`src/rtl/color_write_scheduler.sv`:
```
// Write-port scheduler for the 4x4 color grid: arbitrates the button and switch
// requesters, sweeps a full-grid clear, and only commits writes during blanking.
module color_write_scheduler #(
  parameter int unsigned CELLS = 16,
  parameter int unsigned CW    = 6
) (
  input  logic          CLK,
  input  logic          Reset,
  input  logic          BlankIn,
  input  logic          BtnReq,
  input  logic [3:0]    BtnAddr,
  input  logic [CW-1:0] BtnColor,
  output logic          BtnAck,
  input  logic          SwReq,
  input  logic [3:0]    SwAddr,
  input  logic [CW-1:0] SwColor,
  output logic          SwAck,
  input  logic          ClearReq,
  input  logic [CW-1:0] ClearColor,
  output logic          ClearBusy,
  output logic          WrEn,
  output logic [3:0]    WrAddr,
  output logic [CW-1:0] WrData,
  output logic [1:0]    LastGrant
);

  localparam int unsigned AW = 4;
  localparam logic [AW-1:0] LAST_ADDR = AW'(CELLS - 1);

  typedef enum logic [1:0] {IDLE, WRITE, CLEAR} state_e;

  state_e        state_q, state_d;
  logic [AW-1:0] cnt_q, cnt_d;
  logic [CW-1:0] clr_color_q, clr_color_d;
  logic          clr_pend_q, clr_pend_d;
  logic          clr_busy_q, clr_busy_d;
  logic          clr_done_q, clr_done_d;
  logic          rr_sw_q, rr_sw_d;
  logic          mask_btn_q, mask_btn_d;
  logic          mask_sw_q, mask_sw_d;
  logic          wr_en_q, wr_en_d;
  logic [AW-1:0] wr_addr_q, wr_addr_d;
  logic [CW-1:0] wr_data_q, wr_data_d;
  logic          btn_ack_q, btn_ack_d;
  logic          sw_ack_q, sw_ack_d;
  logic [1:0]    last_grant_q, last_grant_d;

  logic new_clr, btn_ok, sw_ok, pick_sw;

  always_ff @(posedge CLK or posedge Reset) begin
    if (Reset) begin
      state_q      <= IDLE;
      cnt_q        <= '0;
      clr_color_q  <= '0;
      clr_pend_q   <= 1'b0;
      clr_busy_q   <= 1'b0;
      clr_done_q   <= 1'b0;
      rr_sw_q      <= 1'b0;
      mask_btn_q   <= 1'b0;
      mask_sw_q    <= 1'b0;
      wr_en_q      <= 1'b0;
      wr_addr_q    <= '0;
      wr_data_q    <= '0;
      btn_ack_q    <= 1'b0;
      sw_ack_q     <= 1'b0;
      last_grant_q <= 2'd0;
    end else begin
      state_q      <= state_d;
      cnt_q        <= cnt_d;
      clr_color_q  <= clr_color_d;
      clr_pend_q   <= clr_pend_d;
      clr_busy_q   <= clr_busy_d;
      clr_done_q   <= clr_done_d;
      rr_sw_q      <= rr_sw_d;
      mask_btn_q   <= mask_btn_d;
      mask_sw_q    <= mask_sw_d;
      wr_en_q      <= wr_en_d;
      wr_addr_q    <= wr_addr_d;
      wr_data_q    <= wr_data_d;
      btn_ack_q    <= btn_ack_d;
      sw_ack_q     <= sw_ack_d;
      last_grant_q <= last_grant_d;
    end
  end

  always_comb begin
    state_d      = state_q;
    cnt_d        = cnt_q;
    clr_color_d  = clr_color_q;
    clr_pend_d   = clr_pend_q;
    clr_busy_d   = clr_busy_q;
    clr_done_d   = clr_done_q;
    rr_sw_d      = rr_sw_q;
    mask_btn_d   = 1'b0;
    mask_sw_d    = 1'b0;
    wr_en_d      = 1'b0;
    wr_addr_d    = wr_addr_q;
    wr_data_d    = wr_data_q;
    btn_ack_d    = 1'b0;
    sw_ack_d     = 1'b0;
    last_grant_d = last_grant_q;

    // ClearBusy already covers the pending window, so it alone gates new pulses
    new_clr = ClearReq && !clr_busy_q;
    btn_ok  = BtnReq && !mask_btn_q;
    sw_ok   = SwReq && !mask_sw_q;
    pick_sw = sw_ok && (!btn_ok || rr_sw_q);

    if (new_clr) begin
      clr_pend_d = 1'b1;
      clr_busy_d = 1'b1;
    end

    unique case (state_q)
      IDLE: begin
        if (BlankIn) begin
          if (clr_pend_q || new_clr) begin
            clr_pend_d  = 1'b0;
            clr_color_d = ClearColor;
            cnt_d       = '0;
            clr_done_d  = 1'b0;
            state_d     = CLEAR;
          end else if (btn_ok || sw_ok) begin
            state_d = WRITE;
            wr_en_d = 1'b1;
            if (pick_sw) begin
              wr_addr_d    = SwAddr;
              wr_data_d    = SwColor;
              sw_ack_d     = 1'b1;
              last_grant_d = 2'd2;
              rr_sw_d      = 1'b0;
            end else begin
              wr_addr_d    = BtnAddr;
              wr_data_d    = BtnColor;
              btn_ack_d    = 1'b1;
              last_grant_d = 2'd1;
              rr_sw_d      = 1'b1;
            end
          end
        end
      end
      WRITE: begin
        // Hide the just-acked requester for one cycle while it drops Req
        mask_btn_d = btn_ack_q;
        mask_sw_d  = sw_ack_q;
        state_d    = IDLE;
      end
      CLEAR: begin
        if (clr_done_q) begin
          clr_busy_d   = 1'b0;
          clr_done_d   = 1'b0;
          last_grant_d = 2'd3;
          state_d      = IDLE;
        end else if (BlankIn) begin
          wr_en_d   = 1'b1;
          wr_addr_d = cnt_q;
          wr_data_d = clr_color_q;
          if (cnt_q == LAST_ADDR) begin
            clr_done_d = 1'b1;
          end else begin
            cnt_d = cnt_q + AW'(1);
          end
        end
      end
      default: state_d = IDLE;
    endcase
  end

  assign BtnAck    = btn_ack_q;
  assign SwAck     = sw_ack_q;
  assign ClearBusy = clr_busy_q;
  assign WrEn      = wr_en_q;
  assign WrAddr    = wr_addr_q;
  assign WrData    = wr_data_q;
  assign LastGrant = last_grant_q;

endmodule

```
`config.mk`:
```
export PLATFORM = sky130hd
export DESIGN_NAME = color_write_scheduler
export DESIGN_NICKNAME = d
export VERILOG_FILES = /design/src/rtl/color_write_scheduler.sv
export SDC_FILE = /design/constraint.sdc
export NUM_CORES = 1
export LEC_CHECK = 0
export BUFFER_PORTS_ARGS = -buffer_cell sky130_fd_sc_hd__buf_2
export CAP_MARGIN = 15
export CORE_UTILIZATION = 55
export DETAILED_ROUTE_END_ITERATION = 7
export GPL_TIMING_DRIVEN = 0
export PLACE_DENSITY = 0.92
export SLEW_MARGIN = 15
export SYNTH_ARGS = -nofsm -noshare
export SYNTH_HDL_FRONTEND = slang
export SYNTH_SLANG_ARGS = --single-unit
```
`constraint.sdc`:
```
create_clock -name CLK -period 4.5 [get_ports CLK]
set_input_delay 0 -clock CLK [delete_from_list [all_inputs] [get_ports CLK]]
set_output_delay 0 -clock CLK [all_outputs]
set_load 0.1 [all_outputs]
```
; ---- After elaboration in Yosys (flattened, before gate mapping)
; Index checks and enable logic that the tools add are counted.
[classes]
bitwise_logic = 1
add_sub_neg = 1
n_eq_ne = 12
mux = 62
n_reduce_logical = 20
[ops]
columns = cell, count
row1 = $mux 4, 11
row2 = $mux 6, 6
row3 = $mux 1, 29
row4 = $mux 2, 9
row5 = $ne 2x2->1 const B, 8
row6 = $pmux 4 s2, 2
row7 = $pmux 6 s2, 1
row8 = $reduce_and 6->1, 2
row9 = $reduce_and 3->1, 3
row10 = $pmux 2 s2, 2
row11 = $reduce_and 5->1, 1
row12 = $add 4x1->4 const B, 1
row13 = $eq 4x4->1 const B, 1
row14 = $logic_and 1x1->1, 4
row15 = $logic_not 1->1, 4
row16 = $pmux 1 s2, 2
row17 = $reduce_and 4->1, 1
row18 = $logic_or 1x1->1, 3
row19 = $ne 3x3->1 const B, 1
row20 = $eq 2x1->1 const B, 1
row21 = $eq 2x2->1 const B, 1
row22 = $logic_not 2->1, 1
row23 = $reduce_bool 2->1, 1
row24 = $not 1->1, 1
[totals]
out_inout_bits = 16
ff_bits = 33
inputBits = 32
elab_cells = 111

; ---- Logic depth before layout (Yosys ltp)
[logic_depth]
depth_word = 10
mapped_depth = 6
ltp_nobuf = 5

; ---- Worst setup path after synthesis
; Ideal clock, no wire load.
[synth_path]
kind = reg-to-reg
start = reg clr_busy_q, in the netlist ClearBusy
end = reg wr_addr_q[0], in the netlist WrAddr[0]
synth_period_minus_slack_ns = 2.144
setup_ns = 0.125
path_buffers = 1
t_required_ns = 4.375
arrival_ns = 2.019
path_stages_with_launch = 6
path_slack_ns = 2.356
cell_sequence = dfrtp_1 -> nor2b_2 -> a2111oi_4 -> o21bai_2 -> buf_6 -> mux2_4
[synth_via]
elab_chain_len = 5
[synth_rtl]
columns = item, line
row1 = "start, declared", 36  ; logic clr_busy_q, clr_busy_d;
row2 = "start signal, assigned", 72  ; clr_busy_q <= clr_busy_d;
row3 = $logic_not 1->1, 104  ; new_clr = ClearReq && !clr_busy_q;
row4 = $logic_and 1x1->1, 104
row5 = $logic_or 1x1->1, 117  ; if (clr_pend_q || new_clr) begin
row6 = $ne 2x2->1 (no source line), -
row7 = $reduce_and 6->1 (no source line), -
row8 = "end signal, assigned", 78  ; wr_addr_q <= wr_addr_d;
row9 = "end, declared", 42  ; logic [AW-1:0] wr_addr_q, wr_addr_d;
; Every way passes these cells.
; A chain may end at the register's enable or synchronous reset.

; ---- Final worst setup path
[layout_path]
start = reg rr_sw_q
end = reg wr_addr_q[1], in the netlist WrAddr[1]
[layout_via]
elab_chain_len = 7
[layout_rtl]
columns = item, line
row1 = "start, declared", 38  ; logic rr_sw_q, rr_sw_d;
row2 = "start signal, assigned", 74  ; rr_sw_q <= rr_sw_d;
row3 = $logic_or 1x1->1, 107  ; pick_sw = sw_ok && (!btn_ok || rr_sw_q);
row4 = $logic_and 1x1->1, 107
row5 = $mux 4, 126  ; if (pick_sw) begin
row6 = $mux 4, 123  ; end else if (btn_ok || sw_ok) begin
row7 = $mux 4, 117
row8 = $mux 4, 116  ; if (BlankIn) begin
row9 = $pmux 4 s2, 114  ; unique case (state_q)
; Every way passes these cells. The select of a mux whose other input is x is not followed.

==> run_results.csv <==
group,metric,value,unit
run_status,outcome,"complete, no violations",
clock_tree,clock_latency,340,ps
worst_setup_path,end_kind,"flip-flop",
detailed_routing,route.detailed.drc,0,
synth,synth-edff-count,0,
power_and_ir_drop,finalPower,1.129,mW
synth,synth_area,0.001739,sq mm
worst_setup_path,crit_family,"simple AND/OR/NAND/NOR gates",
worst_setup_path,start_kind,"flip-flop",
worst_setup_path,cp.arrival,1970,ps
synth,avgSynthCellArea,10.60,sq um
place,portBuffers,47,
floorplan,die-area,0.003391,sq mm
place,dp_hpwl,2948,um
sta,final.setup.tns,0,ps
clock_tree,cts.sinks,33,
floorplan,die_w,58.23,um
detailed_routing,firstDrtPassIters,6,
sta,skew,7.651,ps
worst_setup_path,cp.required,4780,ps
floorplan,rows,20,
global_route,grt_pass1_wl,6410,um
flow_run,maxCapViolations,0,
worst_hold_path,min_path_cells,4,
clock_tree,cts_tree,"built",
power_and_ir_drop,power_density,508.5,mW/mm^2
synth,ys_warn_count,0,
synth,synth_nets,197,
worst_hold_path,hp-class,"input port to flip-flop",
floorplan,io_pins,48,
place,dp_slack,2844,ps
worst_hold_path,hold_start,"SwAddr[3]",
place,place_congestion,0.8370,
synth,ys.flop_type,"dfrtp_1",
power_and_ir_drop,cellLeakagePower,1.090,nW
final_layout,fillers,193,
sta,timing.final.crit_share,37.46,%
synth,synth-seq-area-share,47.48,%
synth,ys_types,36,
global_route,grt_overflow,0,
final_layout,seqCellArea,825.8,sq um
clock_tree,htree_levels,2,
clock_tree,post_cts_buffers,0,
global_route,grt_max_degree,14,
final_layout,drive_gt1_share,37.83,%
worst_setup_path,path_buf_inv,0,
sta,clock.fmax,0.5933,GHz
worst_setup_path,critical_path.max_fanout,10,
detailed_routing,totalWireLength,4087,um
synth,synthArstFlopShare,100.0,%
clock_tree,cts_repair_resize_count,0,
sta,worst_pin_slew,552.4,ps
worst_setup_path,reg2reg_slack,2810,ps
global_route,grt_use_total,25.50,%
worst_setup_path,cp_cell_sequence,"nor3b_2 > nor4_1 > a221oi_1 > mux2_4",
detailed_routing,drtIter0Drc,92,
clock_tree,postCtsHoldBufs,9,
sta,setup_viol,0,
worst_setup_path,path_depth,4,
worst_hold_path,min_to,"WrAddr[3]$_DFFE_PP0P_",
worst_setup_path,r2r-start,"rr_sw_q$_DFFE_PP0P_",
sta,maxSlewViolCount,0,
sta,hold_viol,0,
global_route,antenna_found_initial,0,
clock_tree,path_clk_slew,90,ps
floorplan,die-height,58.23,um
final_layout,fin_nets,262,
sta,rsz0062_at_grt,"no",
clock_tree,cts_buffers,5,
worst_setup_path,timing.rr.end,"WrAddr[1]$_DFFE_PP0P_",
synth,syn_inst,164,
floorplan,coreArea,0.003028,sq mm
worst_setup_path,r2r_cells,4,
detailed_routing,ant_nets,0,
floorplan,start_util,57.44,%
power_and_ir_drop,ir_worst_vdd,0.0002507,V
global_route,grt_pass1_vias,1409,
final_layout,multi_input_area,832.0,sq um
worst_setup_path,path_class,"flip-flop to flip-flop",
detailed_routing,viasPerCell,5.536,
sta,timing.final.ws_setup,2814,ps
worst_setup_path,max_stage_delay,510,ps
clock_tree,clockRootBuffer,"clkbuf_4",
final_layout,num_antenna_cells,0,
worst_setup_path,cp_slowest_cell,"nor3b_2",
detailed_routing,wl_per_cell,14.92,um
sta,finalCriticalPeriod,1686,ps
detailed_routing,dr_total_vias,1517,
clock_tree,cts_max_path_buffers,2,
final_layout,area_growth,27.63,%
sta,slew_headroom,63.01,%
synth,ys_ff_latch,33,
## how the worst max path moves through the flow
stage / end / start / slack (ps)
3_5_place_dp: WrAddr[1]$_DFFE_PP0P_ / state_q[0]$_DFFE_PP0P_ / 2840
6_report: WrAddr[1]$_DFFE_PP0P_ / rr_sw_q$_DFFE_PP0P_ / 2810
5_1_grt: WrAddr[1]$_DFFE_PP0P_ / state_q[0]$_DFFE_PP0P_ / 2680
2_1_floorplan: WrAddr[0]$_DFFE_PP0P_ / ClearBusy$_DFF_PP0_ / 2360
4_1_cts: WrAddr[1]$_DFFE_PP0P_ / state_q[0]$_DFFE_PP0P_ / 2830
3_3_place_gp: WrData[1]$_DFFE_PP0P_ / mask_btn_q$_DFF_PP0_ / 2890
## Yosys cell counts, types with 3 or more instances
cell	instances	area [sq um]
dfrtp_1	33	825.8
o21ai_0	13	65.06
mux2i_1	3	30.03
nand2b_1	4	25.02
a31oi_1	9	56.30
nand3_1	14	70.07
mux2_4	9	135.1
nor2b_1	4	25.02
nor2_1	18	67.56
nand2_1	7	26.28
clkbuf_1	3	11.26
mux2_2	8	90.09
inv_1	7	26.28
a21oi_1	4	20.02
## flip-flops by register name, summed over array words and instances, names as in the netlist
register	count
WrData	6
mask_btn_q	1
WrEn	1
ClearBusy	1
cnt_q	4
mask_sw_q	1
BtnAck	1
LastGrant	2
WrAddr	4
clr_done_q	1
clr_pend_q	1
SwAck	1
clr_color_q	6
state_q	2
rr_sw_q	1
## through the flow
stage	hold slack, ps	util [%]	cell area, sq um	std cells
floorplan	128.9	-	1739	164
global placement	232.3	67.02	2029	255
detailed placement	14.11	68.02	2059	257
CTS	117.2	73.31	2220	274
global route	139.5	73.31	2220	274
finish	112.4	73.31	2220	274
## worst reg2reg max path, stage by stage, from the launching register on
cell,delay [ps]
dfrtp_1,420
nor3b_2,510
nor4_1,110
a221oi_1,360
mux2_4,230
## per-layer routing
layer	up-vias	global-route usage (%)	part of all wire [%]
met5	-	0	0
met4	0	7.483	1.5
met3	8	6.696	5.6
met2	63	42.20	50
met1	730	32.95	43
li1	716	-	-
## layout by cell type, fill, tap and decap left out, types with 5 or more instances in the layout
cell type / Yosys / layout
dfrtp_1: 33 / 33
mux2_4: 9 / 9
o21ai_0: 13 / 13
inv_1: 7 / 7
nand3_1: 14 / 14
nor2_1: 18 / 18
nand2_1: 7 / 7
mux2_2: 8 / 8
dlygate4sd3_1: 0 / 9
a31oi_1: 9 / 9
clkbuf_4: 0 / 5
buf_2: 2 / 49
## final cells by class
type,count,area share (%)
multi-input combinational,115,37.49
sequential,33,37.20
timing repair buffer,58,16.01
clock buffer,7,2.931
buffer,9,2.480
tap,44,2.480
inverter,7,1.184
clock inverter,1,0.2255
## cells by family (layout without fill, tap and decap cells)
kind of cell | count (synthesis) | after routing | share of synthesized area [%]
buffers and inverters | 16 | 82 | 4.676
AO/OA/AOI/OAI | 37 | 37 | 14.68
AND/OR/NAND/NOR | 57 | 57 | 17.77
multiplexers | 20 | 20 | 14.68
adder cells (fa/ha/maj) | 1 | 1 | 0.7193
flip-flops | 33 | 33 | 47.48
## where the power goes
part	internal (mW)	switching, mW	total (mW)
sequential	0.376	0.0582	0.434
combinational	0.139	0.366	0.505
clock	0.0904	0.0993	0.190
Power figures use the tool's default switching activity.
